[config.mk]
export PLATFORM = sky130hd
export DESIGN_NAME = lfsr_rand_gen
export DESIGN_NICKNAME = d
export VERILOG_FILES = /design/src/rtl/lfsr_rand_gen.sv
export SDC_FILE = /design/constraint.sdc
export NUM_CORES = 1
export LEC_CHECK = 0
export CAP_MARGIN = 20
export CORE_ASPECT_RATIO = 0.75
export CORE_UTILIZATION = 30
export DETAILED_ROUTE_END_ITERATION = 8
export PLACE_DENSITY = 0.53
export SLEW_MARGIN = 40
export SYNTH_ARGS = -nofsm -noshare
export SYNTH_HDL_FRONTEND = slang
export SYNTH_SLANG_ARGS = --single-unit
export TNS_END_PERCENT = 50
[constraint.sdc]
create_clock -name clk -period 2 [get_ports clk]
set_clock_uncertainty 0.2 [all_clocks]
set_input_delay 0.4 -clock clk [delete_from_list [all_inputs] [get_ports clk]]
set_output_delay 0.4 -clock clk [all_outputs]
set_load 0.05 [all_outputs]
[src/rtl/lfsr_rand_gen.sv]
// Pseudo-random value generator. Two XNOR LFSRs are stepped once per candidate. Their
// post-step states are bit-mixed into an OUT_W-bit candidate, and candidates equal to zero
// or to excl_val are retried up to MAX_TRIES times. The result is offered on a valid/ack
// handshake.
module lfsr_rand_gen #(
  parameter int unsigned       LFSR_W    = 16,
  parameter int unsigned       OUT_W     = 8,
  parameter int unsigned       DATA_W    = 16,
  parameter logic [LFSR_W-1:0] SEED_A    = 16'h6A47,
  parameter logic [LFSR_W-1:0] SEED_B    = 16'hF2DA,
  parameter int unsigned       MAX_TRIES = 4
) (
  input  logic              clk,
  input  logic              rst,
  input  logic              seed_load,
  input  logic [LFSR_W-1:0] seed_a,
  input  logic [LFSR_W-1:0] seed_b,
  input  logic              req,
  input  logic [OUT_W-1:0]  excl_val,
  input  logic              ack,
  output logic              valid,
  output logic [DATA_W-1:0] out,
  output logic              retry_fail,
  output logic              busy
);

  localparam int unsigned TryW = $clog2(MAX_TRIES + 1);

  typedef enum logic [1:0] {StIdle, StStep, StDone} state_e;

  state_e            state_q, state_d;
  logic [LFSR_W-1:0] lfsr_a_q, lfsr_a_d;
  logic [LFSR_W-1:0] lfsr_b_q, lfsr_b_d;
  logic [DATA_W-1:0] out_q, out_d;
  logic              valid_q, valid_d;
  logic              retry_fail_q, retry_fail_d;
  logic [TryW-1:0]   tries_q, tries_d;

  logic [LFSR_W-1:0] a_next, b_next;
  logic [OUT_W-1:0]  cand;
  logic [TryW-1:0]   tries_inc;
  logic              reject, exhausted;

  // Shift left and feed back the XNOR of the two top bits.
  always_comb begin
    a_next = {lfsr_a_q[LFSR_W-2:0], ~(lfsr_a_q[LFSR_W-1] ^ lfsr_a_q[LFSR_W-2])};
    b_next = {lfsr_b_q[LFSR_W-2:0], ~(lfsr_b_q[LFSR_W-1] ^ lfsr_b_q[LFSR_W-2])};
  end

  // Odd candidate bits come from LFSR A, even bits from LFSR B, both taken post-step.
  for (genvar i = 0; i < OUT_W; i++) begin : g_mix
    if ((i % 2) == 1) begin : g_odd
      assign cand[i] = a_next[(2 * i) % LFSR_W];
    end else begin : g_even
      assign cand[i] = b_next[(2 * i + 1) % LFSR_W];
    end
  end

  // Candidate screening and retry bookkeeping.
  always_comb begin
    reject    = (cand == '0) || (cand == excl_val);
    tries_inc = tries_q + TryW'(1);
    exhausted = (tries_inc == TryW'(MAX_TRIES));
  end

  // Next-state logic; seed_load overrides every state.
  always_comb begin
    state_d      = state_q;
    lfsr_a_d     = lfsr_a_q;
    lfsr_b_d     = lfsr_b_q;
    out_d        = out_q;
    valid_d      = valid_q;
    retry_fail_d = retry_fail_q;
    tries_d      = tries_q;

    case (state_q)
      StIdle: begin
        if (req) begin
          tries_d      = '0;
          retry_fail_d = 1'b0;
          state_d      = StStep;
        end
      end
      StStep: begin
        lfsr_a_d = a_next;
        lfsr_b_d = b_next;
        tries_d  = tries_inc;
        if (!reject || exhausted) begin
          out_d        = DATA_W'(cand);
          valid_d      = 1'b1;
          // Set only when the candidate went out because the retry budget ran out.
          retry_fail_d = reject;
          state_d      = StDone;
        end
      end
      StDone: begin
        if (ack) begin
          valid_d = 1'b0;
          state_d = StIdle;
        end
      end
      default: state_d = StIdle;
    endcase

    if (seed_load) begin
      // An all-ones seed would lock an XNOR LFSR, so fall back to the default seed.
      lfsr_a_d = (seed_a == '1) ? SEED_A : seed_a;
      lfsr_b_d = (seed_b == '1) ? SEED_B : seed_b;
      state_d  = StIdle;
      valid_d  = 1'b0;
    end
  end

  // State registers with asynchronous active-low reset.
  always_ff @(posedge clk or negedge rst) begin
    if (!rst) begin
      state_q      <= StIdle;
      lfsr_a_q     <= SEED_A;
      lfsr_b_q     <= SEED_B;
      out_q        <= '0;
      valid_q      <= 1'b0;
      retry_fail_q <= 1'b0;
      tries_q      <= '0;
    end else begin
      state_q      <= state_d;
      lfsr_a_q     <= lfsr_a_d;
      lfsr_b_q     <= lfsr_b_d;
      out_q        <= out_d;
      valid_q      <= valid_d;
      retry_fail_q <= retry_fail_d;
      tries_q      <= tries_d;
    end
  end

  // Outputs come straight from registered state.
  always_comb begin
    valid      = valid_q;
    out        = out_q;
    retry_fail = retry_fail_q;
    busy       = (state_q == StStep);
  end

endmodule

==> impl_metrics.tcl <==
set metrics [dict create \
    ctsHtreeMaxLevel 2 \
    postPlaceCellArea_um2 3308 \
    ioPinCount 64 \
    nets 375 \
    worstHoldPathType "reg -> reg" \
    yosys-top-cells-area "dfrtp_1, dfstp_2, mux2i_1" \
    cts_tree "done" \
    clock.fmax_mhz 522.1 \
    synth-edff-count 0 \
    netlist_instances 242 \
    viasPerCell 4.569 \
    synthesis.area_um2 2456 \
    cpMaxStageDelayCell "dfrtp_1" \
    drive_gt1_frac 0.2432 \
    clkTransAtPathRegs_ps 100 \
    firstDrtPassIters 4 \
    cp_slowest_stage_delay_ps 450 \
    drc 0 \
    synth-seq-cells 47 \
    start_util 0.3102 \
    required_ps 1400 \
    synthArstFlopShare 1.000 \
    yosys.area.top_type "dfrtp_1" \
    yosysTopAreaCellShare 0.2955 \
    rsz0062_at_grt "false" \
    finalCritPeriodShare 0.9576 \
    seqPwrFrac 0.451 \
    cp-end-kind "output port" \
    yosys-top-cells-count "mux2i_1, dfrtp_1, o21ai_0, inv_1, nand2_1" \
    synth_ff_type "dfrtp_1" \
    intPower_w 0.001820 \
    die-width_um 106.5 \
    finalWirelength_um 5808 \
    drt-wirelength-per-cell_um 13.38 \
    synth_warnings 0 \
    clockBufferDepth 2 \
    cp-start-kind "flip-flop" \
    setup_viol 0 \
    power_frac_comb 0.291 \
    tns_ps 0 \
    fp.dieH_um 80.36 \
    dp.final_hpwl_um 4335 \
    cp_cell_sequence "nand2b_2 > inv_2 > buf_12" \
    layout_setup_ws_ps 84.76 \
    pwr_density_cell_nw_per_um2 778.4 \
    synth.avg_cell_area_um2 10.15 \
    postRouteAntennaNets 0 \
    n_antenna_cell 0 \
    clock-root-buffer "clkbuf_8" \
    port_buffers 55 \
    grt_start_max_net_pins 48 \
    worst_ir_drop_vdd_v 0.0003524 \
    grt_overflow 0 \
    clkSinkCount 47 \
    synth.distinct_cells 35 \
    synth_seq_area_share 0.4880 \
    die-area_um2 8557 \
    maxCapViolCount 0 \
    cp_num_buf_inv 2 \
    cts_inserted_buffers 5 \
    arrival_ps 1320 \
    gp_congestion 0.7610 \
    core_um2 7918 \
    switching_power_w 0.0008585 \
    power.leakage_nw 1.653 \
    dp_slack_ps -155.4 \
    min_period_ps 1915 \
    switching_share 0.3205 \
    fill_cells 820 \
    synthToLayoutAreaGrowth_pct 40.09 \
    yosys.cell_count.top_type "mux2i_1" \
    vias 1983 \
    grt_pass1_vias 1903 \
    critical_path_class "reg -> out" \
    rows 28 \
    grt_pass1_wl_um 9163 \
    status "finished, final reports clean" \
    crit_fanout 7 \
    antenna_found_initial 0 \
    crit_family "flip-flops" \
    design_area_um2 3441 \
    clkLatencyLatePin_ps 310 \
    grt_use_total 0.1386 \
    report.final.slew_viol_count 0 \
    drtIter0Drc 94 \
    hold_viol 0 \
    power_frac_clock 0.259 \
]
-- logic make-up after synthesis --
logic type	count (synthesis)	share of synthesized area
buffers and inverters	43	0.08864
and+or+nand+nor	42	0.08202
AOI/OAI and AO/OA	66	0.1681
adders and majority gates	2	0.01019
other	1	0.001527
xor gates and xnor gates	11	0.03923
DFF	47	0.4880
muxes	30	0.1223
-- what timing repair did --
item,in CTS,in global routing
setup endpoints to repair,0,4
hold buffers,1,0
endpoints found under the hold margin,29,0
gates resized for setup,0,8
setup buffers,0,1
-- per-stage QoR --
step	power [W]	util	hold slack (ps)	cells
2_1_floorplan	0.001676	-	-95.59	249
3_3_place_gp	0.001993	0.4178	204.1	424
3_5_place_dp	0.002000	0.4178	202.3	424
4_1_cts	0.002705	0.4333	310.1	433
5_1_grt	0.002815	0.4346	328.3	434
6_report	0.002678	0.4346	304.7	434
-- per-layer routing --
layer	up-vias	GRT usage	routed length, um
li1	1011	-	-
met1	935	0.1871	2850
met2	35	0.2227	2678
met3	2	0.03490	261
met4	0	0.03288	18
met5	-	0	0
-- power by group through the flow --
stage	Clock, W	Combinational, W	Sequential, W
final	0.000693	0.000779	0.00121
after global routing	0.000749	0.000842	0.00122
after CTS	0.000715	0.000781	0.00121
after detailed placement	0	0.000775	0.00122
after global placement	0	0.000768	0.00123
after floorplan	0	0.000322	0.00135
-- cell usage in the layout, fill, tap and decap left out, types with 10 or more instances in the layout --
master | netlist | layout
clkdlybuf4s50_1 | 0 | 43
buf_4 | 9 | 41
mux2i_1 | 30 | 30
dfrtp_1 | 29 | 29
inv_1 | 24 | 24
nand2_1 | 22 | 22
o21ai_0 | 28 | 21
dfstp_2 | 18 | 18
o21ai_1 | 8 | 15
o22ai_1 | 14 | 14
nand4_1 | 10 | 10
-- worst paths after layout --
check	startpoint	to	slack, ps	cells past startpoint
min in group asynchronous	rst	valid	400	3
setup reg to reg	lfsr_b_q[12]	out[5]	100	5
setup / recovery	state_q[1]	busy	80	3
hold reg to reg	valid	valid	300	1
max in group asynchronous	rst	lfsr_b_q[6]	920	3
hold / removal	valid	valid	300	1
-- area by class of cell --
type | count | area [um2] | share of cell area
Clock buffer | 5 | 68.82 | 0.02000
Tap cell | 105 | 131.4 | 0.03818
Clock inverter | 3 | 43.79 | 0.01273
Inverter | 25 | 93.84 | 0.02727
Multi-Input combinational cell | 159 | 1071 | 0.3113
Sequential cell | 47 | 1199 | 0.3484
Timing Repair Buffer | 90 | 833.3 | 0.2422
-- registers in the layout (all words and copies together) (netlist names) --
name        flops
state_q         2
valid           1
lfsr_a_q       16
retry_fail      1
tries_q         3
out             8
lfsr_b_q       16
-- worst register-to-register path, delay by kind of cell, from the launching register on --
kind	cells	cell delay (ps)
compound gates	3	690
flops	1	610
simple gates	1	150
xor+xnor	1	130
No activity file was read; power rests on OpenSTA's default activity.
